### config.mk
export PLATFORM = sky130hd
export DESIGN_NAME = pipeline_hazard_ctrl_flat
export DESIGN_NICKNAME = d
export VERILOG_FILES = /design/src/rtl/pipeline_hazard_ctrl_if.sv /design/src/rtl/pipeline_hazard_ctrl.sv /design/src/flat_wrapper.sv
export SDC_FILE = /design/constraint.sdc
export NUM_CORES = 1
export LEC_CHECK = 0
export CORE_MARGIN = 4
export CORE_UTILIZATION = 36
export DETAILED_ROUTE_END_ITERATION = 8
export PLACE_DENSITY = 0.81
export SLEW_MARGIN = 20
export SYNTH_ARGS = -nofsm -noshare
export SYNTH_HDL_FRONTEND = slang
export SYNTH_SLANG_ARGS = --single-unit
export TNS_END_PERCENT = 20
### constraint.sdc
create_clock -name clk_i -period 3.2 [get_ports clk_i]
set_clock_uncertainty 0.2 [all_clocks]
set_input_delay 0.96 -clock clk_i [delete_from_list [all_inputs] [get_ports clk_i]]
set_output_delay 0.96 -clock clk_i [all_outputs]
set_load 0.1 [all_outputs]
### src/rtl/pipeline_hazard_ctrl_if.sv
// pipeline_hazard_ctrl_if: hazard inputs from the pipeline and stall/flush controls back to it
interface pipeline_hazard_ctrl_if;
  logic        start_i;
  logic        idex_memrd_i;
  logic [4:0]  idex_rt_i;
  logic [4:0]  ifid_rs_i;
  logic [4:0]  ifid_rt_i;
  logic        ifid_uses_rt_i;
  logic        branch_taken_i;
  logic        dcache_stall_i;
  logic        pc_stall_o;
  logic        ifid_stall_o;
  logic        ifid_flush_o;
  logic        idex_stall_o;
  logic        idex_bubble_o;
  logic        exmem_stall_o;
  logic        memwb_bubble_o;
  logic [1:0]  state_o;
  logic        err_o;
  logic [15:0] lu_cnt_o;
  logic [31:0] miss_cyc_o;
  logic [15:0] flush_cnt_o;
  modport master (
    output start_i, idex_memrd_i, idex_rt_i, ifid_rs_i, ifid_rt_i, ifid_uses_rt_i,
           branch_taken_i, dcache_stall_i,
    input  pc_stall_o, ifid_stall_o, ifid_flush_o, idex_stall_o, idex_bubble_o,
           exmem_stall_o, memwb_bubble_o, state_o, err_o, lu_cnt_o, miss_cyc_o, flush_cnt_o
  );
  modport slave (
    input  start_i, idex_memrd_i, idex_rt_i, ifid_rs_i, ifid_rt_i, ifid_uses_rt_i,
           branch_taken_i, dcache_stall_i,
    output pc_stall_o, ifid_stall_o, ifid_flush_o, idex_stall_o, idex_bubble_o,
           exmem_stall_o, memwb_bubble_o, state_o, err_o, lu_cnt_o, miss_cyc_o, flush_cnt_o
  );
endinterface

### src/rtl/pipeline_hazard_ctrl.sv
// pipeline_hazard_ctrl: load-use / branch-flush / dcache-miss stall sequencer with miss watchdog; optional perf counters under HAZARD_PERF_CNT_EN
module pipeline_hazard_ctrl #(
  parameter int MISS_TIMEOUT = 1024
) (
  input  logic                   clk_i,
  input  logic                   rst_i,
  pipeline_hazard_ctrl_if.slave  bus
);
  localparam int CW = $clog2(MISS_TIMEOUT + 1);
  typedef enum logic [1:0] {RUN = 2'b00, MISS = 2'b01, ERR = 2'b10} state_t;
  state_t        r_state, w_state_nxt;
  logic [CW-1:0] r_miss_cnt, w_miss_cnt_nxt;
  logic w_en, w_err, w_lu, w_miss, w_miss_act, w_lu_act, w_flush_act, w_freeze;
  assign w_en        = rst_i & bus.start_i;
  assign w_err       = r_state == ERR;
  assign w_lu        = bus.idex_memrd_i & (bus.idex_rt_i != 5'd0) &
                       ((bus.idex_rt_i == bus.ifid_rs_i) |
                        (bus.ifid_uses_rt_i & (bus.idex_rt_i == bus.ifid_rt_i)));
  assign w_miss      = bus.dcache_stall_i | (r_state == MISS);
  assign w_miss_act  = w_en & ~w_err & w_miss;
  assign w_lu_act    = w_en & ~w_err & ~w_miss & w_lu;
  assign w_flush_act = w_en & ~w_err & ~w_miss & ~w_lu & bus.branch_taken_i;
  assign w_freeze    = (rst_i & w_err) | w_miss_act;
  assign bus.pc_stall_o     = w_freeze | w_lu_act;
  assign bus.ifid_stall_o   = w_freeze | w_lu_act;
  assign bus.idex_stall_o   = w_freeze;
  assign bus.exmem_stall_o  = w_freeze;
  assign bus.memwb_bubble_o = w_freeze;
  assign bus.idex_bubble_o  = w_lu_act;
  assign bus.ifid_flush_o   = w_flush_act;
  assign bus.state_o        = r_state;
  assign bus.err_o          = w_err;
  // State and miss watchdog counter registers
  always_ff @(posedge clk_i or negedge rst_i)
    if (!rst_i) begin
      r_state    <= RUN;
      r_miss_cnt <= '0;
    end else begin
      r_state    <= w_state_nxt;
      r_miss_cnt <= w_miss_cnt_nxt;
    end
  // Next state: miss tracking, watchdog trip, everything held while not started
  always_comb begin
    w_state_nxt    = r_state;
    w_miss_cnt_nxt = r_miss_cnt;
    if (bus.start_i)
      case (r_state)
        RUN: if (bus.dcache_stall_i) begin
          w_state_nxt    = MISS;
          w_miss_cnt_nxt = CW'(1);
        end
        MISS: if (!bus.dcache_stall_i) begin
          w_state_nxt    = RUN;
          w_miss_cnt_nxt = '0;
        end else if (r_miss_cnt < CW'(MISS_TIMEOUT)) w_miss_cnt_nxt = r_miss_cnt + 1'b1;
        else w_state_nxt = ERR;
        default: w_state_nxt = ERR;
      endcase
  end
`ifdef HAZARD_PERF_CNT_EN
  logic [15:0] r_lu_cnt, r_flush_cnt;
  logic [31:0] r_miss_cyc;
  // Saturating event counters, advancing only on enabled stall/flush cycles
  always_ff @(posedge clk_i or negedge rst_i)
    if (!rst_i) begin
      r_lu_cnt    <= '0;
      r_flush_cnt <= '0;
      r_miss_cyc  <= '0;
    end else begin
      if (w_lu_act && !(&r_lu_cnt)) r_lu_cnt <= r_lu_cnt + 1'b1;
      if (w_flush_act && !(&r_flush_cnt)) r_flush_cnt <= r_flush_cnt + 1'b1;
      if (w_miss_act && !(&r_miss_cyc)) r_miss_cyc <= r_miss_cyc + 1'b1;
    end
  assign bus.lu_cnt_o    = r_lu_cnt;
  assign bus.flush_cnt_o = r_flush_cnt;
  assign bus.miss_cyc_o  = r_miss_cyc;
`else
  assign bus.lu_cnt_o    = '0;
  assign bus.flush_cnt_o = '0;
  assign bus.miss_cyc_o  = '0;
`endif
endmodule
### src/flat_wrapper.sv
// flat-port wrapper written by rule: the top's interface ports become plain ports
module pipeline_hazard_ctrl_flat 
#(
  parameter int MISS_TIMEOUT = 1024
)
  (clk_i, rst_i, bus_start_i, bus_idex_memrd_i, bus_idex_rt_i, bus_ifid_rs_i, bus_ifid_rt_i, bus_ifid_uses_rt_i, bus_branch_taken_i, bus_dcache_stall_i, bus_pc_stall_o, bus_ifid_stall_o, bus_ifid_flush_o, bus_idex_stall_o, bus_idex_bubble_o, bus_exmem_stall_o, bus_memwb_bubble_o, bus_state_o, bus_err_o, bus_lu_cnt_o, bus_miss_cyc_o, bus_flush_cnt_o);
  pipeline_hazard_ctrl_if bus_i ();
  input  logic clk_i;
  input  logic rst_i;
  input wire logic [$bits(bus_i.start_i)-1:0] bus_start_i;
  input wire logic [$bits(bus_i.idex_memrd_i)-1:0] bus_idex_memrd_i;
  input wire logic [$bits(bus_i.idex_rt_i)-1:0] bus_idex_rt_i;
  input wire logic [$bits(bus_i.ifid_rs_i)-1:0] bus_ifid_rs_i;
  input wire logic [$bits(bus_i.ifid_rt_i)-1:0] bus_ifid_rt_i;
  input wire logic [$bits(bus_i.ifid_uses_rt_i)-1:0] bus_ifid_uses_rt_i;
  input wire logic [$bits(bus_i.branch_taken_i)-1:0] bus_branch_taken_i;
  input wire logic [$bits(bus_i.dcache_stall_i)-1:0] bus_dcache_stall_i;
  output wire logic [$bits(bus_i.pc_stall_o)-1:0] bus_pc_stall_o;
  output wire logic [$bits(bus_i.ifid_stall_o)-1:0] bus_ifid_stall_o;
  output wire logic [$bits(bus_i.ifid_flush_o)-1:0] bus_ifid_flush_o;
  output wire logic [$bits(bus_i.idex_stall_o)-1:0] bus_idex_stall_o;
  output wire logic [$bits(bus_i.idex_bubble_o)-1:0] bus_idex_bubble_o;
  output wire logic [$bits(bus_i.exmem_stall_o)-1:0] bus_exmem_stall_o;
  output wire logic [$bits(bus_i.memwb_bubble_o)-1:0] bus_memwb_bubble_o;
  output wire logic [$bits(bus_i.state_o)-1:0] bus_state_o;
  output wire logic [$bits(bus_i.err_o)-1:0] bus_err_o;
  output wire logic [$bits(bus_i.lu_cnt_o)-1:0] bus_lu_cnt_o;
  output wire logic [$bits(bus_i.miss_cyc_o)-1:0] bus_miss_cyc_o;
  output wire logic [$bits(bus_i.flush_cnt_o)-1:0] bus_flush_cnt_o;
  assign bus_i.start_i = bus_start_i;
  assign bus_i.idex_memrd_i = bus_idex_memrd_i;
  assign bus_i.idex_rt_i = bus_idex_rt_i;
  assign bus_i.ifid_rs_i = bus_ifid_rs_i;
  assign bus_i.ifid_rt_i = bus_ifid_rt_i;
  assign bus_i.ifid_uses_rt_i = bus_ifid_uses_rt_i;
  assign bus_i.branch_taken_i = bus_branch_taken_i;
  assign bus_i.dcache_stall_i = bus_dcache_stall_i;
  assign bus_pc_stall_o = bus_i.pc_stall_o;
  assign bus_ifid_stall_o = bus_i.ifid_stall_o;
  assign bus_ifid_flush_o = bus_i.ifid_flush_o;
  assign bus_idex_stall_o = bus_i.idex_stall_o;
  assign bus_idex_bubble_o = bus_i.idex_bubble_o;
  assign bus_exmem_stall_o = bus_i.exmem_stall_o;
  assign bus_memwb_bubble_o = bus_i.memwb_bubble_o;
  assign bus_state_o = bus_i.state_o;
  assign bus_err_o = bus_i.err_o;
  assign bus_lu_cnt_o = bus_i.lu_cnt_o;
  assign bus_miss_cyc_o = bus_i.miss_cyc_o;
  assign bus_flush_cnt_o = bus_i.flush_cnt_o;
  pipeline_hazard_ctrl #(.MISS_TIMEOUT(MISS_TIMEOUT)) u_core (.clk_i(clk_i), .rst_i(rst_i), .bus(bus_i));
endmodule
# Word level (Yosys, flattened, before mapping)
# Cells that the tools add are included.
dict set report word_totals {
  wordCells 42
  reg_bits 13
  inputBits 22
}
dict set report classes {
  n_addsub 1
  n_reduce_logical 5
  n_mux 8
  n_bitwise 18
  n_eq_ne 7
  n_lt_le_gt_ge 1
}
# cell count
set op_table {}
lappend op_table {{$mux W11} 3}
lappend op_table {{$pmux W11 S2} 1}
lappend op_table {{$add A11 B1 Y11 const B} 1}
lappend op_table {{$and A1 B1 Y1} 11}
lappend op_table {{$lt A11 B11 Y1 const B} 1}
lappend op_table {{$eq A5 B5 Y1} 2}
lappend op_table {{$mux W2} 3}
lappend op_table {{$ne A3 B3 Y1 const B} 2}
lappend op_table {{$reduce_bool A5 Y1} 1}
lappend op_table {{$or A1 B1 Y1} 4}
lappend op_table {{$pmux W2 S2} 1}
lappend op_table {{$reduce_and A4 Y1} 1}
lappend op_table {{$not A1 Y1} 3}
lappend op_table {{$reduce_and A3 Y1} 1}
lappend op_table {{$eq A2 B1 Y1 const B} 1}
lappend op_table {{$eq A2 B2 Y1 const B} 1}
lappend op_table {{$logic_not A2 Y1} 1}
lappend op_table {{$ne A2 B2 Y1 const B} 1}
lappend op_table {{$reduce_bool A2 Y1} 1}

# Logic depth before layout (Yosys ltp)
dict set report logic_depth {
  ltp_word 7
  mapped_depth 6
  mapped_depth_nobuf 5
}

# Worst setup path before layout
# OpenSTA, ideal clock, no wires.
dict set report synth_path {
  path_kind {flip-flop to output port}
  from {register u_core.r_state[0] (netlist: u_core.bus.state_o[0])}
  to {output port bus_pc_stall_o}
  path_slack_ns -3.071
  path_buffers 2
  stages_incl_launch_ff 6
  t_arrival_ns 5.111
  cell_sequence {dfrtp_1 -> buf_6 -> nor2b_1 -> or4_1 -> o31ai_1 -> buf_4}
}
dict set report synth_between {
  elab_chain_len 6
  word_cells_on_any_way 12
  classes_between {eq/ne: 2; bitwise: 10}
}
# element line
set synth_lines {}
lappend synth_lines {{start: declaration} pipeline_hazard_ctrl.sv:11} ;# state_t r_state, w_state_nxt;
lappend synth_lines {{start signal: assignment} pipeline_hazard_ctrl.sv:39} ;# r_state <= w_state_nxt;
lappend synth_lines {{$eq A2 B2 Y1 *} pipeline_hazard_ctrl.sv:15} ;# assign w_err = r_state == ERR;
lappend synth_lines {{named net bus_err_o} flat_wrapper.sv:26} ;# output wire logic [$bits(bus_i.err_o)-1:0] bus_err_o;
lappend synth_lines {{$not A1 Y1} {pipeline_hazard_ctrl.sv:20, pipeline_hazard_ctrl.sv:21}}
lappend synth_lines {{$and A1 B1 Y1} {pipeline_hazard_ctrl.sv:20, pipeline_hazard_ctrl.sv:21}}
lappend synth_lines {{$and A1 B1 Y1, on equally long branches} {pipeline_hazard_ctrl.sv:20, pipeline_hazard_ctrl.sv:21}}
lappend synth_lines {{$or A1 B1 Y1 / $and A1 B1 Y1 (equally long branches)} {pipeline_hazard_ctrl.sv:23, pipeline_hazard_ctrl.sv:21}}
lappend synth_lines {{$or A1 B1 Y1 *} -}
lappend synth_lines {{end: declaration} flat_wrapper.sv:18} ;# output wire logic [$bits(bus_i.pc_stall_o)-1:0] bus_pc_stall_o;
# The timed path passes the listed nets; every way through them passes the cells marked *.

# Worst setup path after layout
dict set report layout_path {
  from {input port bus_ifid_rt_i[3]}
  to {output port bus_pc_stall_o}
}
dict set report layout_between {
  elab_chain_len 6
}
# element line
set layout_lines {}
lappend layout_lines {{start: declaration} flat_wrapper.sv:14} ;# input wire logic [$bits(bus_i.ifid_rt_i)-1:0] bus_ifid_rt_i;
lappend layout_lines {{$eq A5 B5 Y1} pipeline_hazard_ctrl.sv:18} ;# (bus.ifid_uses_rt_i & (bus.idex_rt_i == bus.ifid_rt_i)));
lappend layout_lines {{$and A1 B1 Y1} pipeline_hazard_ctrl.sv:18}
lappend layout_lines {{$or A1 B1 Y1} pipeline_hazard_ctrl.sv:17} ;# ((bus.idex_rt_i == bus.ifid_rs_i) |
lappend layout_lines {{$and A1 B1 Y1} pipeline_hazard_ctrl.sv:16} ;# assign w_lu = bus.idex_memrd_i & (bus.idex_rt_i != 5'd0) &
lappend layout_lines {{$and A1 B1 Y1} pipeline_hazard_ctrl.sv:21} ;# assign w_lu_act = w_en & ~w_err & ~w_miss & w_lu;
lappend layout_lines {{$or A1 B1 Y1} pipeline_hazard_ctrl.sv:24} ;# assign bus.pc_stall_o = w_freeze | w_lu_act;
# Every way passes these cells.

==> flow_summary.ini <==
[min_path]
hold_depth = 2
min_path_type = reg2reg

[timing]
rsz0062_at_grt = true
setup_viol = 4
finalMaxSlewViolations = 0
finalCritPeriodShare_pct = 107
period_minus_slack_ps = 3430
hold_ws_ps = 337
setup_ws_ps = -231
max_freq_mhz = 291
tightest_slew_ps = 505
hold_viol_final = 0
slew_headroom_pct = 66.2

[drt]
vias = 1060
routed_wl_mm = 2.99
drc_errors = 0
ant_nets = 0
dr.pass1.iters = 4
wl_per_cell_um = 11.7
drtIter0Drc = 50
vias_per_cell = 4.14

[final_layout]
areaGrowthSynthToFinish_pct = 24.4
final_common_cell = conb_1
final_layout_size_suffix_gt1_share_pct = 26.0
final_cells = 256
layout_common_cells = 64 x conb_1, 12 x buf_4, 11 x dfrtp_1
fin_util_pct = 47.2
nets = 232
antenna_cells = 0
fill_cells = 377

[placed_design]
hpwl_mm = 2.38
placed_cells_incl_taps = 250
gp_congestion = 0.780
portBuffers = 31

[setup_path]
worstPathMaxFanout = 3
cp-end-kind = output port
arrival_ps = 2270
cp-startpoint = bus_ifid_rt_i[3]
reg2regPathDepth = 4
r2r_end = u_core.r_miss_cnt[7]
endpoint = bus_pc_stall_o
critical_path_class = in2out
rr_startpoint = u_core.bus.state_o[0]
rrSetupSlack_ps = 1320
required_ps = 2040
startpoint_type = primary input

[grt]
overflow = 0
grt_pass1_vias = 991
grt_max_degree = 15
grt_use_total_pct = 11.5
antenna_found_initial = 0
grt_pass1_wl_mm = 4.60

[logic_synthesis]
avgSynthCellArea_um2 = 8.40
ys_seq_area_share_pct = 23.0
synth-seq-cells = 13
synthCells = 168
synth.top_cell.area_share_pct = 35.6
netlist_area_um2 = 1410
ys_types = 34
synth_warnings = 0
synth_area_leader_cell = buf_4
synth_area_leaders = buf_4 36%, dfrtp_1 23%, xor2_1 6.2%, xnor2_1 3.7%, o21ai_0 2.5%

[clock_tree]
cts_tree = done
clk_path_buf_depth = 2
cts_max_level = 1
clk_latency_ps = 240
clkTransAtPathRegs_ps = 60
numCtsBuffers = 3
cts.sinks = 13
cts_root_buf = clkbuf_8

[outcome]
outcome = finished, violations left
failed_checks = setup timing

[floorplanning]
core_um2 = 3720
rows = 22
die_x_um = 70.6
fp.dieH_um = 70.6
die_area_um2 = 4990
ios = 96
start_util_pct = 38.0

[power_and_ir_drop]
total_leakage_power_uw = 0.000843
powerDensity_nw_per_um2 = 468
power_uw = 822
vdd_drop_max_uv = 248

[run]
drv_cap = 0
==> layer usage <==
metal | wire, um | up-vias | track usage [%]
met5 | 0 | - | 0
met4 | 12 | 0 | 1.88
met3 | 274 | 2 | 3.84
met2 | 1660 | 50 | 21.5
met1 | 1040 | 491 | 12.7
li1 | - | 517 | -
==> critical path: stages <==
cell	delay, ps
buf_6	100
xor2_2	170
nor4_2	290
a32oi_2	200
o31ai_4	330
buf_12	220
==> flip-flops by register name, indices dropped and copies added (netlist names) <==
| name | count |
|---|---|
| u_core.r_miss_cnt | 11 |
| u_core.bus.state_o | 2 |
==> repair_timing <==
action,in CTS,in global routing
endpoints found under the setup margin,7,4
hold buffers,0,0
pin swaps,18,0
hold endpoints to repair,0,0
resized for setup,65,1
buffers inserted,2,0
==> power by group <==
part	switching, uW	leakage [uW]	internal, uW
clock network	59.9	0.0000228	88.1
logic	416	0.000646	70.2
registers	14.0	0.000174	173
total	490	0.000843	332
==> how the worst min path moves through the flow <==
stage	start	to	slack (ps)
after detailed placement	u_core.r_miss_cnt[5]	u_core.r_miss_cnt[5]	320
after global routing	u_core.r_miss_cnt[5]	u_core.r_miss_cnt[5]	350
after floorplan	u_core.r_miss_cnt[5]	u_core.r_miss_cnt[5]	300
after CTS	u_core.r_miss_cnt[5]	u_core.r_miss_cnt[5]	340
after global placement	u_core.r_miss_cnt[5]	u_core.r_miss_cnt[5]	320
final	u_core.r_miss_cnt[5]	u_core.r_miss_cnt[5]	340
==> metrics by stage <==
step | area [um2] | setup WS (ps) | TNS (ps)
2_1_floorplan | 1700 | -836 | -4210
3_3_place_gp | 1660 | -627 | -3550
3_5_place_dp | 1660 | -694 | -3880
4_1_cts | 1750 | -234 | -847
5_1_grt | 1760 | -318 | -1160
6_report | 1760 | -231 | -856
==> cells in the mapped netlist <==
cell type   n
xnor2_1     6
nand4_1     1
or3_1       3
nand2_1     5
nor4b_1     2
or3_4       2
or4_1       2
buf_6       2
nand4b_1    2
nor3b_1     1
inv_1       3
nor4_1      3
dfrtp_1    13
nor2b_1     2
nand3_1     5
nor2_1      9
o21a_1      2
nand4bb_1   1
o31ai_1     2
xor2_1     10
a32oi_1     1
buf_4      67
nand2b_1    1
a41o_1      1
and3_4      1
nor3_1      2
conb_1      1
and4_1      1
o21ai_0     7
nand3b_1    1
buf_2       1
a21oi_1     4
ha_1        1
o21ai_1     3
==> area by class of cell <==
type                       count  area (um2)  share of cell area [%]
multi-input combinational    145         860                    49.0
timing repair buffer          43         452                    25.7
sequential                    13         328                    18.7
tap                           48        60.1                    3.42
clock buffer                   4        45.0                    2.57
inverter                       3        11.3                   0.641
==> cell families (layout without fill, tap and decap cells) <==
logic type,after synthesis,in the layout,synth area share (%)
xor gates and xnor gates,16,16,9.93
other,1,64,0.266
adders and majority gates,1,1,0.886
AOI/OAI and AO/OA,20,20,8.42
buffers and inverters,73,50,38.4
and+or+nand+nor,44,44,19.1
DFF,13,13,23.0
Note: power is estimated with default switching activity, not from simulation.
